--- src/rtl/sysid_check_pkg.sv ---
// Shared types and constants for the system-ID check sequencer.
// The state encoding is exported so a debug status register can show it.
package sysid_check_pkg;

  typedef enum logic [3:0] {
    ST_START  = 4'd0,
    ST_RD_ID  = 4'd1,
    ST_LAT_ID = 4'd2,
    ST_RD_TS  = 4'd3,
    ST_LAT_TS = 4'd4,
    ST_CMP    = 4'd5,
    ST_TMO    = 4'd6,
    ST_RETRY  = 4'd7,
    ST_PASS   = 4'd8,
    ST_FAIL   = 4'd9
  } state_t;

  localparam logic SYSID_ADDR_ID = 1'b0;
  localparam logic SYSID_ADDR_TS = 1'b1;

  localparam int TMO_CNT_W   = 16;
  localparam int RETRY_CNT_W = 4;
  localparam int GAP_CNT_W   = 8;

  function automatic logic is_rd_state(input state_t s);
    return (s == ST_RD_ID) || (s == ST_RD_TS);
  endfunction

endpackage

--- src/rtl/sysid_read_port.sv ---
// One Avalon-MM read: strobe held through waitrequest, stall timeout, and
// fixed-latency data return. Reused for both sysid words.
module sysid_read_port
  import sysid_check_pkg::*;
#(
  parameter int READ_LATENCY   = 1,
  parameter int TIMEOUT_CYCLES = 255
) (
  input  logic        clock,
  input  logic        reset_n,
  input  logic        i_start,
  input  logic        i_addr,
  output logic        o_read,
  output logic        o_address,
  input  logic        i_waitrequest,
  input  logic [31:0] i_readdata,
  output logic        o_accepted,
  output logic        o_data_valid,
  output logic [31:0] o_data,
  output logic        o_timed_out
);

  localparam int SR_W = (READ_LATENCY > 0) ? READ_LATENCY : 1;
  localparam logic [TMO_CNT_W-1:0] TMO_LAST = TMO_CNT_W'(TIMEOUT_CYCLES - 1);

  logic                 r_read;
  logic                 r_address;
  logic [TMO_CNT_W-1:0] r_tmo_cnt;
  logic [SR_W-1:0]      r_lat_sr;
  logic                 w_stall;

  assign w_stall     = r_read & i_waitrequest;
  assign o_accepted  = r_read & ~i_waitrequest;
  assign o_timed_out = w_stall & (r_tmo_cnt == TMO_LAST);
  assign o_read      = r_read;
  assign o_address   = r_address;

  // The strobe drops on the edge that samples acceptance, so one beat per start.
  always_ff @(posedge clock or negedge reset_n) begin
    if (!reset_n) begin
      r_read    <= 1'b0;
      r_address <= SYSID_ADDR_ID;
      r_tmo_cnt <= '0;
    end else if (i_start) begin
      r_read    <= 1'b1;
      r_address <= i_addr;
      r_tmo_cnt <= '0;
    end else if (o_accepted || o_timed_out) begin
      r_read    <= 1'b0;
    end else if (w_stall) begin
      r_tmo_cnt <= r_tmo_cnt + 1'b1;
    end
  end

  always_ff @(posedge clock or negedge reset_n) begin
    if (!reset_n) begin
      r_lat_sr <= '0;
    end else begin
      r_lat_sr <= SR_W'({r_lat_sr, o_accepted});
    end
  end

  generate
    if (READ_LATENCY == 0) begin : g_lat0
      // Zero-latency data is only valid in the accept cycle, so hold it here.
      logic [31:0] r_data;
      always_ff @(posedge clock or negedge reset_n) begin
        if (!reset_n) begin
          r_data <= '0;
        end else if (o_accepted) begin
          r_data <= i_readdata;
        end
      end
      assign o_data_valid = r_lat_sr[0];
      assign o_data       = r_data;
    end else begin : g_latn
      assign o_data_valid = r_lat_sr[SR_W-1];
      assign o_data       = i_readdata;
    end
  endgenerate

endmodule

--- src/rtl/sysid_check_sequencer.sv ---
// Reads the sysid ID and timestamp words after reset, compares them with the
// build-time values, retries on mismatch/timeout and gates the peripheral reset.
module sysid_check_sequencer
  import sysid_check_pkg::*;
#(
  parameter logic [31:0] EXPECTED_ID        = 32'h0000_0000,
  parameter logic [31:0] EXPECTED_TIMESTAMP = 32'h52FD_3885,
  parameter int          READ_LATENCY       = 1,
  parameter int          TIMEOUT_CYCLES     = 255,
  parameter int          MAX_RETRIES        = 3,
  parameter int          RETRY_GAP          = 16
) (
  input  logic        clock,
  input  logic        reset_n,
  output logic        sysid_address,
  output logic        sysid_read,
  input  logic        sysid_waitrequest,
  input  logic [31:0] sysid_readdata,
  input  logic        recheck,
  output logic        busy,
  output logic        check_done,
  output logic        check_pass,
  output logic        id_mismatch,
  output logic        ts_mismatch,
  output logic        timeout,
  output logic [31:0] captured_id,
  output logic [31:0] captured_ts,
  output logic        periph_reset_n,
  output state_t      dbg_state
);

  localparam logic [RETRY_CNT_W-1:0] RETRY_MAX = RETRY_CNT_W'(MAX_RETRIES);
  localparam logic [GAP_CNT_W-1:0]   GAP_LAST  = GAP_CNT_W'(RETRY_GAP - 1);

  state_t                 r_state;
  state_t                 r_next;
  logic [RETRY_CNT_W-1:0] r_retry_cnt;
  logic [GAP_CNT_W-1:0]   r_gap_cnt;
  logic [31:0]            r_captured_id;
  logic [31:0]            r_captured_ts;
  logic                   r_id_mismatch;
  logic                   r_ts_mismatch;
  logic                   r_timeout;
  logic                   r_busy;
  logic                   r_done;
  logic                   r_pass;
  logic                   r_periph_reset_n;

  logic                   w_start;
  logic                   w_addr;
  logic                   w_accepted;
  logic                   w_data_valid;
  logic [31:0]            w_data;
  logic                   w_timed_out;
  logic                   w_id_ok;
  logic                   w_ts_ok;
  logic                   w_cap_id;
  logic                   w_cap_ts;
  logic                   w_clear_flags;
  logic                   w_retry_inc;
  logic                   w_retry_clr;

  assign w_id_ok = (r_captured_id == EXPECTED_ID);
  assign w_ts_ok = (r_captured_ts == EXPECTED_TIMESTAMP);

  sysid_read_port #(
    .READ_LATENCY   (READ_LATENCY),
    .TIMEOUT_CYCLES (TIMEOUT_CYCLES)
  ) u_read_port (
    .clock         (clock),
    .reset_n       (reset_n),
    .i_start       (w_start),
    .i_addr        (w_addr),
    .o_read        (sysid_read),
    .o_address     (sysid_address),
    .i_waitrequest (sysid_waitrequest),
    .i_readdata    (sysid_readdata),
    .o_accepted    (w_accepted),
    .o_data_valid  (w_data_valid),
    .o_data        (w_data),
    .o_timed_out   (w_timed_out)
  );

  always_ff @(posedge clock or negedge reset_n) begin
    if (!reset_n) begin
      r_state <= ST_START;
    end else begin
      r_state <= r_next;
    end
  end

  always_comb begin
    r_next = r_state;
    unique case (r_state)
      ST_START:  r_next = ST_RD_ID;
      ST_RD_ID: begin
        if (w_timed_out)     r_next = ST_TMO;
        else if (w_accepted) r_next = ST_LAT_ID;
      end
      ST_LAT_ID: if (w_data_valid) r_next = ST_RD_TS;
      ST_RD_TS: begin
        if (w_timed_out)     r_next = ST_TMO;
        else if (w_accepted) r_next = ST_LAT_TS;
      end
      ST_LAT_TS: if (w_data_valid) r_next = ST_CMP;
      ST_CMP:    r_next = (w_id_ok && w_ts_ok) ? ST_PASS : ST_RETRY;
      ST_TMO:    r_next = ST_RETRY;
      ST_RETRY: begin
        if (r_retry_cnt >= RETRY_MAX)   r_next = ST_FAIL;
        else if (r_gap_cnt == GAP_LAST) r_next = ST_RD_ID;
      end
      ST_PASS:   if (recheck) r_next = ST_RD_ID;
      ST_FAIL:   if (recheck) r_next = ST_RD_ID;
      default:   r_next = ST_START;
    endcase
  end

  // Read starts are issued one cycle early so the registered strobe lines up with RD states.
  always_comb begin
    w_start       = is_rd_state(r_next) && (r_next != r_state);
    w_addr        = (r_next == ST_RD_TS) ? SYSID_ADDR_TS : SYSID_ADDR_ID;
    w_cap_id      = (r_state == ST_LAT_ID) && w_data_valid;
    w_cap_ts      = (r_state == ST_LAT_TS) && w_data_valid;
    w_clear_flags = (r_next == ST_RD_ID) &&
                    ((r_state == ST_RETRY) || (r_state == ST_PASS) || (r_state == ST_FAIL));
    w_retry_inc   = (r_state == ST_RETRY) && (r_next == ST_RD_ID);
    w_retry_clr   = ((r_state == ST_PASS) || (r_state == ST_FAIL)) && (r_next == ST_RD_ID);
  end

  always_ff @(posedge clock or negedge reset_n) begin
    if (!reset_n) begin
      r_captured_id <= '0;
      r_captured_ts <= '0;
    end else begin
      if (w_cap_id) r_captured_id <= w_data;
      if (w_cap_ts) r_captured_ts <= w_data;
    end
  end

  always_ff @(posedge clock or negedge reset_n) begin
    if (!reset_n) begin
      r_id_mismatch <= 1'b0;
      r_ts_mismatch <= 1'b0;
      r_timeout     <= 1'b0;
    end else if (w_clear_flags) begin
      r_id_mismatch <= 1'b0;
      r_ts_mismatch <= 1'b0;
      r_timeout     <= 1'b0;
    end else if (r_state == ST_CMP) begin
      r_id_mismatch <= ~w_id_ok;
      r_ts_mismatch <= ~w_ts_ok;
    end else if (r_state == ST_TMO) begin
      r_timeout     <= 1'b1;
    end
  end

  always_ff @(posedge clock or negedge reset_n) begin
    if (!reset_n) begin
      r_retry_cnt <= '0;
      r_gap_cnt   <= '0;
    end else begin
      if (w_retry_clr)      r_retry_cnt <= '0;
      else if (w_retry_inc) r_retry_cnt <= r_retry_cnt + 1'b1;
      r_gap_cnt <= (r_state == ST_RETRY) ? r_gap_cnt + 1'b1 : '0;
    end
  end

  // Status bits follow the next state so they are zero while reset holds START.
  always_ff @(posedge clock or negedge reset_n) begin
    if (!reset_n) begin
      r_busy           <= 1'b0;
      r_done           <= 1'b0;
      r_pass           <= 1'b0;
      r_periph_reset_n <= 1'b0;
    end else begin
      r_busy           <= (r_next != ST_PASS) && (r_next != ST_FAIL);
      r_done           <= (r_next == ST_PASS) || (r_next == ST_FAIL);
      r_pass           <= (r_next == ST_PASS);
      r_periph_reset_n <= r_periph_reset_n | (r_state == ST_PASS);
    end
  end

  assign busy           = r_busy;
  assign check_done     = r_done;
  assign check_pass     = r_pass;
  assign id_mismatch    = r_id_mismatch;
  assign ts_mismatch    = r_ts_mismatch;
  assign timeout        = r_timeout;
  assign captured_id    = r_captured_id;
  assign captured_ts    = r_captured_ts;
  assign periph_reset_n = r_periph_reset_n;
  assign dbg_state      = r_state;

endmodule

--- config.mk ---
export PLATFORM = sky130hd
export DESIGN_NAME = sysid_check_sequencer
export DESIGN_NICKNAME = d
export VERILOG_FILES = /design/src/rtl/sysid_check_pkg.sv /design/src/rtl/sysid_read_port.sv /design/src/rtl/sysid_check_sequencer.sv
export SDC_FILE = /design/constraint.sdc
export NUM_CORES = 1
export LEC_CHECK = 0
export BUFFER_PORTS_ARGS = -buffer_cell sky130_fd_sc_hd__buf_4
export CAP_MARGIN = 30
export CORE_MARGIN = 2
export CORE_UTILIZATION = 59
export CTS_BUF_LIST = sky130_fd_sc_hd__clkbuf_4
export DETAILED_ROUTE_END_ITERATION = 8
export MAX_ROUTING_LAYER = met4
export PLACE_DENSITY = 0.87
export SYNTH_ARGS = -nofsm -noshare
export SYNTH_HDL_FRONTEND = slang
export SYNTH_SLANG_ARGS = --single-unit
--- constraint.sdc ---
create_clock -name clock -period 4.5 [get_ports clock]
set_input_delay 0.9 -clock clock [delete_from_list [all_inputs] [get_ports clock]]
set_output_delay 0.9 -clock clock [all_outputs]
set_load 0.1 [all_outputs]
==> impl_metrics.env <==
export IMPL_num_fill_cells=542
export IMPL_synth_cell_types=50
export IMPL_yosys_area_top_type="dfrtp_1"
export IMPL_crit_path_end_kind="flip-flop"
export IMPL_ys_flop_type="dfrtp_1"
export IMPL_placed_cell_area_sq_um=5580
export IMPL_vias=3396
export IMPL_antenna_left=0
export IMPL_ctsHoldBuffers=0
export IMPL_ys_warn_count=0
export IMPL_cts_setup_buffers=0
export IMPL_fin_nets=534
export IMPL_rows=32
export IMPL_cts_max_path_buffers=2
export IMPL_wl_per_cell_microns=17.6
export IMPL_insertion_delay_ns=0.46
export IMPL_overflow=0
export IMPL_yosysSeqAreaShare_pct=57.2
export IMPL_rsz0062_at_grt="no"
export IMPL_cts_buffers_inserted=9
export IMPL_viasPerCell=5.65
export IMPL_avgSynthCellArea_sq_um=12.3
export IMPL_critPathKind="reg -> reg"
export IMPL_fin_crit_sh_pct=66.1
export IMPL_grt_max_degree=77
export IMPL_ys_ff_latch=106
export IMPL_grt_pass1_vias=3493
export IMPL_start_util_pct=60.3
export IMPL_n_antenna_cell=0
export IMPL_critPathLaunchType="flip-flop"
export IMPL_dp_hpwl_microns=7640
export IMPL_synth_top_area_share_pct=57.2
export IMPL_die_area_sq_um=8580
export IMPL_max_cap_violations=0
export IMPL_syn_nets=418
export IMPL_io_buffers=112
export IMPL_worstPathMaxFanout=18
export IMPL_synth_edf_count=0
export IMPL_slew_violations=0
export IMPL_max_freq_mhz=336
export IMPL_cp_arrival_ns=3.31
export IMPL_area_growth_pct=23.2
export IMPL_ios=113
export IMPL_wirelength_microns=10600
export IMPL_die_w_microns=92.7
export IMPL_cts_htree_levels=3
export IMPL_status="finished, final reports clean"
export IMPL_layout_drive_gt1_share_pct=41.3
export IMPL_cts_tree="done"
export IMPL_hold_violations=0
export IMPL_dr_first_iter_drc_count=154
export IMPL_antenna_found_initial=0
export IMPL_skew_ns=0.0227
export IMPL_fin_area_sq_um=5710
export IMPL_cts_sinks=106
export IMPL_drc=0
export IMPL_hp_class="reg -> reg"
export IMPL_tns_ns=0
export IMPL_setup_viol=0
export IMPL_first_pass_iters=4
export IMPL_die_h_microns=92.7
export IMPL_place_congestion=0.959
export IMPL_finalCriticalPeriod_ns=2.97
export IMPL_synthesis_area_sq_um=4640
export IMPL_core_sq_um=7690
export IMPL_grt_pass1_wl_microns=17000
export IMPL_cts_resized=0
export IMPL_max_slew_margin_rel_pct=38.5
export IMPL_path_clk_slew_ns=0.17
export IMPL_grt_util_all_layers_pct=26.2
export IMPL_tightest_slew_ns=0.922
export IMPL_async_flop_share_pct=100
export IMPL_ys_top_cells_by_area="dfrtp_1 (57%), mux2_2 (16%), nor2_1 (3.5%)"
export IMPL_worstPathRequired_ns=4.84
export IMPL_synthCells=378
export IMPL_ctsRootBufferMaster="clkbuf_4"
worst max-delay path, stage by stage (launching register included):
cell and delay [ns]:
dfrtp_1 0.46, inv_1 0.08, ha_1 0.14, or4b_4 0.47, nor4_4 0.24, a311oi_1 0.16, o41ai_2 0.39, or4b_1 0.16
and4_1 0.60, o21ai_0 0.15
state kept, by name, indices dropped and copies added (netlist names):
| name | cells |
|---|---|
| captured_id | 32 |
| captured_ts | 32 |
| u_read_port.r_tmo_cnt | 16 |
| r_gap_cnt | 8 |
| dbg_state | 4 |
| r_retry_cnt | 4 |
| busy | 1 |
| check_done | 1 |
| check_pass | 1 |
| id_mismatch | 1 |
| periph_reset_n | 1 |
| timeout | 1 |
| ts_mismatch | 1 |
| u_read_port.o_address | 1 |
| u_read_port.o_data_valid | 1 |
| u_read_port.o_read | 1 |
layer usage:
metal	track usage, %	vias up	share of wire, %
met5	-	-	0
li1	-	1576	-
met2	43.8	109	51
met3	2.77	21	3.5
met1	33.7	1690	43
met4	9.68	0	2.2
final timing paths:
path	startpoint	endpoint	slack (ns)	depth (start not counted)
max	u_read_port.r_tmo_cnt[0]$_DFFE_PN0P_	u_read_port.o_address$_DFFE_PN0N_	1.53	9
min	r_gap_cnt[0]$_DFF_PN0_	r_gap_cnt[0]$_DFF_PN0_	0.48	1
max reg2reg	u_read_port.r_tmo_cnt[0]$_DFFE_PN0P_	u_read_port.o_address$_DFFE_PN0N_	1.53	9
min reg2reg	r_gap_cnt[0]$_DFF_PN0_	r_gap_cnt[0]$_DFF_PN0_	0.48	1
max in group asynchronous	reset_n	captured_id[0]$_DFFE_PN0P_	2.99	2
min in group asynchronous	reset_n	captured_ts[22]$_DFFE_PN0P_	0.56	1
kinds of logic (layout without fill, tap and decap cells):
group | Yosys count | in the layout | share of synthesized area (%)
and+or+nand+nor | 133 | 133 | 15.7
DFF | 106 | 106 | 57.2
muxes | 67 | 67 | 16.2
AOI/OAI and AO/OA | 25 | 25 | 3.86
buffers and inverters | 23 | 144 | 2.19
xor gates and xnor gates | 20 | 20 | 3.78
adders and majority gates | 4 | 4 | 1.08
area by class of cell:
type	count	area (sq um)	share of cell area (%)
repair buffers	116	871	15.2
multi-input cells	249	1880	33.0
clock buffers	9	67.6	1.18
well taps	102	128	2.23
clock inverters	7	67.6	1.18
flip-flops and latches	106	2650	46.4
inverters	12	45.0	0.788
Yosys cell counts, types with 3 or more instances:
cell and number:
dfrtp_1 106, mux2_2 65, nor2_1 43, nand2_1 18
xnor2_1 13, inv_1 12, nand3_1 12, nor4_1 11
nand4_1 10, clkbuf_1 8, and3_1 7, xor2_1 7
a21oi_1 4, ha_1 4, and4_1 3, and4b_1 3
nand2b_1 3, nor2b_1 3, o22ai_1 3, or2_2 3
through the flow:
stage / instances / utilization, % / setup slack (ns) / hold WS [ns]
floorplan: 378 / - / 1.56 / 0.424
global placement: 585 / 72.6 / 1.56 / 0.439
detailed placement: 585 / 72.6 / 1.50 / 0.455
CTS: 601 / 74.3 / 1.49 / 0.476
global route: 601 / 74.3 / 1.26 / 0.492
finish: 601 / 74.3 / 1.53 / 0.475
cell usage in the layout, fill, tap and decap left out, types with 2 or more instances in the layout:
master	n
a21o_1	2
a21oi_1	4
a31oi_1	2
and2_1	2
and3_1	7
and4_1	3
and4b_1	3
buf_4	116
clkbuf_4	9
dfrtp_1	106
ha_1	4
inv_1	12
inv_6	3
mux2_2	65
mux2i_1	2
nand2_1	18
nand2b_1	3
nand3_1	12
nand4_1	10
nor2_1	43
nor2b_1	3
nor3_1	2
nor4_1	11
nor4b_1	2
nor4bb_1	2
o21ai_0	2
o22ai_1	3
or2_2	3
or3b_2	2
xnor2_1	13
xor2_1	7
Power is not shown: default switching activity piles up to over one toggle a cycle in this logic, so the estimate is an artifact.
